==> src/rtl/mips_pkg.sv <==
// ============================================================================
// mips_pkg : shared MIPS front-end constants and default datapath widths
// Rev 1.0
// ============================================================================
`default_nettype none

package mips_pkg;

    localparam int INST_W_DEF = 32;
    localparam int PC_W_DEF   = 32;

    // All-zero word is sll $0,$0,0, i.e. the canonical MIPS NOP.
    localparam logic [31:0] INST_NOP = 32'h0000_0000;

endpackage

`default_nettype wire

==> src/rtl/inst_queue.sv <==
// ============================================================================
// inst_queue : fetch-to-decode instruction FIFO with PC tags and flush
// Rev 1.0
// ============================================================================
`default_nettype none

module inst_queue
    import mips_pkg::*;
#(
    parameter int INST_W = INST_W_DEF,
    parameter int PC_W   = PC_W_DEF,
    parameter int DEPTH  = 4            // power of two, >= 2
) (
    input  logic                       clk,
    input  logic                       rst_n,
    input  logic                       flush,
    input  logic                       in_valid,
    output logic                       in_ready,
    input  logic [INST_W-1:0]          in_inst,
    input  logic [PC_W-1:0]            in_pc,
    output logic                       out_valid,
    input  logic                       out_ready,
    output logic [INST_W-1:0]          out_inst,
    output logic [PC_W-1:0]            out_pc,
    output logic [$clog2(DEPTH+1)-1:0] count
);

    localparam int PTR_W = $clog2(DEPTH);
    localparam int CNT_W = $clog2(DEPTH+1);

    typedef struct packed {
        logic [INST_W-1:0] inst;
        logic [PC_W-1:0]   pc;
    } entry_t;

    entry_t             mem [DEPTH];
    logic [PTR_W-1:0]   rd_ptr;
    logic [PTR_W-1:0]   wr_ptr;
    logic [CNT_W-1:0]   cnt;
    logic               push;
    logic               pop;

    // Flush gates in_ready, so a push can never coincide with a flush edge.
    assign in_ready  = (cnt < CNT_W'(DEPTH)) && !flush;
    assign out_valid = (cnt != '0);
    assign push      = in_valid && in_ready;
    assign pop       = out_valid && out_ready && !flush;
    assign count     = cnt;

    // Empty slots may hold stale data; mask to NOP/0 when nothing is valid.
    assign out_inst = out_valid ? mem[rd_ptr].inst : INST_W'(INST_NOP);
    assign out_pc   = out_valid ? mem[rd_ptr].pc   : '0;

    always_ff @(posedge clk or negedge rst_n) begin
        if (!rst_n) begin
            rd_ptr <= '0;
            wr_ptr <= '0;
            cnt    <= '0;
        end else if (flush) begin
            rd_ptr <= '0;
            wr_ptr <= '0;
            cnt    <= '0;
        end else begin
            if (push) begin
                wr_ptr <= wr_ptr + PTR_W'(1);
            end
            if (pop) begin
                rd_ptr <= rd_ptr + PTR_W'(1);
            end
            case ({push, pop})
                2'b10:   cnt <= cnt + CNT_W'(1);
                2'b01:   cnt <= cnt - CNT_W'(1);
                default: cnt <= cnt;
            endcase
        end
    end

    always_ff @(posedge clk) begin
        if (push) begin
            mem[wr_ptr] <= '{inst: in_inst, pc: in_pc};
        end
    end

endmodule

`default_nettype wire
==> config.mk <==
export PLATFORM = sky130hd
export DESIGN_NAME = inst_queue
export DESIGN_NICKNAME = d
export VERILOG_FILES = /design/src/rtl/mips_pkg.sv /design/src/rtl/inst_queue.sv
export SDC_FILE = /design/constraint.sdc
export NUM_CORES = 1
export LEC_CHECK = 0
export CORE_MARGIN = 5
export CORE_UTILIZATION = 55
export DETAILED_ROUTE_END_ITERATION = 6
export GPL_TIMING_DRIVEN = 0
export PLACE_DENSITY_LB_ADDON = 0.3
export SLEW_MARGIN = 20
export SYNTH_ARGS = -nofsm -noshare
export SYNTH_HDL_FRONTEND = slang
export SYNTH_SLANG_ARGS = --single-unit
==> constraint.sdc <==
create_clock -name clk -period 3.5 [get_ports clk]
set_input_delay 0.7 -clock clk [delete_from_list [all_inputs] [get_ports clk]]
set_output_delay 0.7 -clock clk [all_outputs]
set_load 0.03 [all_outputs]
==> metrics.txt, run 1 <==
Data arrival, critical path 2.63 ns; Final ANT Viol Nets 0; Fmax achieved 301 MHz; Syn Area/Cell 21.9 sq um; Placed Cells 834; Max VDD drop 438 uV; Post-Synthesis Cell Area 10,200 sq um; fraction of layout cells with a size suffix above 1 0.209; Longest Clk Path Bufs 3; Root Buffer clkbuf_16; CTS tree yes; PortBufs 135; clock-pin slew on the worst setup and hold paths 0.06 ns; Synth Area in Adders 0.00687; initial antenna violation count 0; Slowest-stage cell, CP clkdlybuf4s50_1; DR vias/cell 5.66; Chip Height 146 microns; crit-path leading delay family buffers and inverters; wire per inst 21.9 microns; fin nets 707; Mapped Cells 466; Hold Path Class primary input to async pin; multiplexer share of the synthesized area 0.142; Initial DRC Count 282; fin cells 881; final hold vios 0; Metal-1 WL 7.77 mm; Hold-fix buffers, CTS 0; number of synthesized register bits 263; DRC viols 0; Syn Nets 540; critical path startpoint category flip-flop; Final Setup Violations 0; yosys warns 0; sequential power share 0.464; Worst Setup End Kind output port; Worst-Margin Slew 0.672 ns; die width 146 microns; number of global-route vias before repair 5,458; largest family of logic cells by synthesized area multiplexers; post-synthesis xor/xnor area fraction 0.00344; row count 49; clock group share of total power 0.379; pin count of the biggest net entering global routing 38; Core Box Area 18,100 sq um; max layer used met4; Simple-Gate Fraction of Synth Area 0.0520; DR pass1 iterations 5; post-DP HPWL 11.8 mm; final setup TNS 0 ns; register area share after synthesis 0.771; Area Overhead vs Synth 27.3%; status completed; slowest stage delay, CP 0.66 ns; cts bufs inserted 26; crit path buf inv count 5; depth of the CTS H-tree 1; WL met3 1.10 mm; switching pwr 0.00179 W; final cycle utilization of the critical path 0.950; FILL cells 1,054; leakage power 4.89 nW; IO Count 138; Critical Path RT 2.80 ns; RSZ-0062 raised after global routing no; sw frac 0.230; pins over their slew limit 0; CP Max Fanout 10; Cell Int Power 0.00597 W; Num Clock Sinks 263; die area 21,400 sq um; pwr dens 598 nW/um^2; Setup Skew 0.0111 ns; Final min period 3.33 ns; Overall Global Routing Usage 0.179; Compound-Gate Fraction of Synth Area 0.00798; post-layout util 0.718; routed vias 4,988; first-pass GRT wire length 30.2 mm; Logic pwr share 0.157; grt ovf 0; crit path cell chain buf_2 -> inv_1 -> nand2_1 -> clkbuf_2 -> clkbuf_2 -> and2_1 -> clkdlybuf4s50_1; Cell variety after synth 34; wire length on met2 10.1 mm; Routed WL 19.3 mm; ant diodes 0; Initial Util 0.564; max_cap viols 0; clk_lat worst skew 0.51 ns; critical path's most frequent cell clkbuf_2; relative slew slack 0.552; gp weighted congestion 0.762; Crit Path Class flip-flop to output port
-- cells in the final DEF (no fill, tap or decap), types with 4 or more instances in the layout --
cell type	count
dfrtp_1	7
clkbuf_2	6
inv_1	4
mux4_2	64
edfxtp_1	256
clkdlybuf4s50_1	87
nor2_1	8
buf_2	10
bufinv_16	6
clkbuf_1	6
clkinv_1	5
clkinv_2	6
clkbuf_16	27
ha_1	4
buf_6	5
and2_1	65
and3_4	4
dlymetal6s2s_1	45
-- metrics by stage --
step | cell area [sq um] | power, W | setup slack [ns] | hold WS, ns
floorplan | 10200 | 0.00441 | 0.000418 | 0.404
global placement | 11800 | 0.00489 | -1.14 | 0.558
detailed placement | 11900 | 0.00492 | 0.179 | 0.597
CTS | 12900 | 0.00785 | 0.00129 | 0.448
global route | 13000 | 0.00805 | 0.00328 | 0.468
finish | 13000 | 0.00776 | 0.174 | 0.461
-- synthesized netlist by cell type (all sizes together) --
master / count / area share
or4: 1 / 0.00074
o21ba: 1 / 0.00098
a211oi: 2 / 0.0015
edfxtp: 256 / 0.75
a21oi: 1 / 0.00049
nand2b: 1 / 0.00061
nor2b: 2 / 0.0012
or3b: 1 / 0.00086
fa: 1 / 0.0020
and2: 65 / 0.040
xnor2: 1 / 0.00086
o21ai: 1 / 0.00049
nor2: 8 / 0.0029
nor4: 1 / 0.00061
inv: 4 / 0.0015
and3: 5 / 0.0031
nand3: 1 / 0.00049
mux2i: 1 / 0.00098
buf: 15 / 0.010
clkbuf: 11 / 0.0042
ha: 4 / 0.0049
mux4: 64 / 0.14
nand3b: 1 / 0.00074
dfrtp: 7 / 0.017
a221oi: 1 / 0.00086
o31ai: 2 / 0.0015
nor3: 1 / 0.00049
o21a: 1 / 0.00074
a31oi: 1 / 0.00061
xor2: 3 / 0.0026
nand2: 1 / 0.00037
o311ai: 1 / 0.00086
-- cell families after synthesis --
| group | Yosys count |
|---|---|
| AND/OR/NAND/NOR | 88 |
| multiplexers | 65 |
| XOR/XNOR | 4 |
| buffers and inverters | 30 |
| AO/OA/AOI/OAI | 11 |
| flip-flops | 263 |
| adder cells (fa/ha/maj) | 5 |
-- path summary, 6_finish.rpt --
| kind | depth (start not counted) | startpoint | end | slack, ns |
|---|---|---|---|---|
| max in group asynchronous | 1 | rst_n | rd_ptr[0] | 2.78 |
| worst max register to register | 7 | count[0] | count[2] | 1.26 |
| worst min register to register | 2 | wr_ptr[1] | wr_ptr[1] | 0.62 |
| worst max-delay path | 7 | count[0] | out_inst[28] | 0.17 |
| min in group clk | 2 | flush | wr_ptr[0] | 0.56 |
| worst min-delay path | 1 | rst_n | count[1] | 0.46 |
-- cell type report --
| type | instances | area [sq um] | share of cell area |
|---|---|---|---|
| sequential | 263 | 7860 | 0.606 |
| buffer | 26 | 159 | 0.0122 |
| tap | 229 | 287 | 0.0221 |
| inverter | 4 | 15.0 | 0.00116 |
| timing repair buffer | 139 | 1550 | 0.119 |
| clock inverter | 18 | 238 | 0.0183 |
| multi-input combinational | 173 | 2190 | 0.169 |
| clock buffer | 29 | 683 | 0.0526 |
-- state kept, by name (all words and copies together), names as in the netlist --
signal,flops
count,3
rd_ptr,2
mem,256
wr_ptr,2
-- power groups by stage --
stage / Clock [W] / Sequential (W) / Combinational (W)
after floorplan: 0 / 0.00367 / 0.000737
after global placement: 0 / 0.00367 / 0.00122
after detailed placement: 0 / 0.00367 / 0.00125
after CTS: 0.00299 / 0.00360 / 0.00126
after global routing: 0.00313 / 0.00361 / 0.00131
final: 0.00294 / 0.00360 / 0.00122
-- repair_timing --
item | in CTS | in global routing
pin swaps | 0 | 0
buffers inserted | 0 | 0
gates resized for setup | 9 | 47
endpoints found under the setup margin | 50 | 46
hold endpoints to repair | 0 | 0
-- layer usage --
layer / vias up / track usage
met2: 175 / 0.314
li1: 2230 / -
met4: 0 / 0.0367
met3: 27 / 0.0415
met1: 2556 / 0.233
met5: - / 0
(Power assumes the default switching activity.)
==> run 2: changes to the inputs <==
--- a/config.mk
+++ b/config.mk
@@ -5,11 +5,14 @@
 export SDC_FILE = /design/constraint.sdc
 export NUM_CORES = 1
 export LEC_CHECK = 0
+export CELL_PAD_IN_SITES_DETAIL_PLACEMENT = 0
+export CELL_PAD_IN_SITES_GLOBAL_PLACEMENT = 1
 export CORE_MARGIN = 5
-export CORE_UTILIZATION = 55
+export CORE_UTILIZATION = 47
 export DETAILED_ROUTE_END_ITERATION = 6
 export GPL_TIMING_DRIVEN = 0
-export PLACE_DENSITY_LB_ADDON = 0.3
+export HOLD_SLACK_MARGIN = 0.05
+export PLACE_DENSITY = 0.87
 export SLEW_MARGIN = 20
 export SYNTH_ARGS = -nofsm -noshare
 export SYNTH_HDL_FRONTEND = slang
==> metrics.txt, run 2 (same netlist as run 1, synthesis figures left out) <==
status completed; pwr dens 573 nW/um^2 (-4.1%); RSZ-0062 raised after global routing no; cts bufs inserted 27 (+3.8%); fin nets 708 (+0.14%); r2r startpoint count[0]; hold slack 0.464 ns (+0.00267 ns); Initial DRC Count 292 (+3.5%); wire per inst 21.6 microns (-1.4%); DP Worst Slack 0.153 ns (-0.0267 ns); Root Buffer clkbuf_16; Chip Height 157 microns (+7.6%); routed vias 4,988 (unchanged); Data arrival, critical path 2.62 ns (about the same); Design Area, Final 12,900 sq um (-0.96%); Critical Path RT 2.80 ns (about the same); clock-pin slew on the worst setup and hold paths 0.06 ns (about the same); final hold vios 0 (unchanged); number of global-route vias before repair 5,396 (-1.1%); most frequent cells in the layout edfxtp_1 (256), clkdlybuf4s50_1 (85), and2_1 (65); Overall Global Routing Usage 0.162 (-0.0177); Placed Cells 880 (+5.5%); die area 24,700 sq um (+16%); fraction of layout cells with a size suffix above 1 0.198 (-0.0104); fin cells 927 (+5.2%); CTS tree yes; final setup TNS 0 ns (unchanged); most common cell after layout, fill and taps aside edfxtp_1; pins over their slew limit 0 (unchanged); Core Box Area 21,200 sq um (+17%); CP Max Fanout 10 (unchanged); initial antenna violation count 0 (unchanged); post-DP HPWL 12.3 mm (+4.3%); DR pass1 iterations 4 (-1); Worst-Margin Slew 0.634 ns (-0.0374 ns); gp weighted congestion 0.795 (+4.3%); IO Count 138 (unchanged); Placement Cell Area 12,000 sq um (+0.42%); Hold-fix buffers, CTS 0 (unchanged); Final Setup Violations 0 (unchanged); clk_lat worst skew 0.51 ns (about the same); leakage power 4.71 nW (-3.6%); die width 157 microns (+7.6%); max_cap viols 0 (unchanged); Hold Path Class primary input to async pin; Worst Setup End Kind output port; DRC viols 0 (unchanged); Final ANT Viol Nets 0 (unchanged); pin count of the biggest net entering global routing 35 (-7.9%); Crit Path Class flip-flop to output port; final cycle utilization of the critical path 0.948 (-0.00234); Initial Util 0.480 (-0.0833); Max VDD drop 331 uV (-24%); final setup margin 0.182 ns (+0.00819 ns); grt ovf 0 (unchanged); buffer count from post-CTS setup fixing 0 (unchanged); Final min period 3.32 ns (-0.00819 ns); row count 53 (+8.2%); Fmax achieved 301 MHz (+0.25%); first-pass GRT wire length 30.7 mm (+1.9%); relative slew slack 0.577 (+0.0249); depth of the CTS H-tree 1 (unchanged); max FFs per register 256 (unchanged); worst-case reg-to-reg path depth 7 (unchanged); DR vias/cell 5.38 (-5.0%); Worst Setup SP rd_ptr[0]; Longest Clk Path Bufs 3 (unchanged); Worst R2R End count[2]; Area Overhead vs Synth 26.1%; PortBufs 135 (unchanged); Setup Skew 0.00914 ns (-0.00191 ns); R2R setup slack 1.30 ns (+0.04 ns); Largest Register mem; Routed WL 20.0 mm (+3.8%); critical path startpoint category flip-flop; Num Clock Sinks 263 (unchanged)
-- run 2: per-layer routing --
metal	up-vias	share of wire	GRT usage
li1	2228	-	-
met1	2578	0.40	0.220
met2	154	0.51	0.277
met3	28	0.069	0.0278
met4	0	0.016	0.0377
met5	-	0	0
-- run 2: worst max path at each step --
stage	end
2_1_floorplan	mem[0][0]
3_3_place_gp	mem[0][8]
3_5_place_dp	out_inst[16]
4_1_cts	out_pc[20]
5_1_grt	out_pc[28]
6_report	out_pc[23]
-- run 2: cell type report --
| cell class | count | area, sq um |
|---|---|---|
| fill | 1490 | 8370 |
| buffer | 26 | 156 |
| antenna | 1 | 2.50 |
| clock inverter | 9 | 68.8 |
| sequential | 263 | 7860 |
| clock buffer | 37 | 713 |
| multi-input combinational | 173 | 2190 |
| tap | 275 | 344 |
| inverter | 4 | 15.0 |
| timing repair buffer | 139 | 1500 |
-- run 2: power breakdown --
| group | internal [W] | switching, W |
|---|---|---|
| registers | 0.00357 | 0.0000295 |
| logic | 0.000547 | 0.000663 |
| clock network | 0.00149 | 0.00107 |
| total | 0.00560 | 0.00177 |
-- run 2: per-stage QoR --
step	total power [W]	util
6_report	0.00737	0.606
5_1_grt	0.00766	0.606
4_1_cts	0.00748	0.601
3_5_place_dp	0.00492	0.565
3_3_place_gp	0.00489	0.560
2_1_floorplan	0.00441	-
-- run 2: what timing repair did --
action | 4_1_cts | 5_1_grt
pin swaps | 0 | 0
endpoints found under the hold margin | 0 | 0
resized for setup | 20 | 38
endpoints found under the setup margin | 53 | 36
-- run 2: critical path, stage by stage (launching register included) --
cell             delay, ns
dfrtp_1               0.38
buf_6                 0.21
buf_6                 0.21
mux4_2                0.54
and2_1                0.18
clkdlybuf4s50_1       0.59
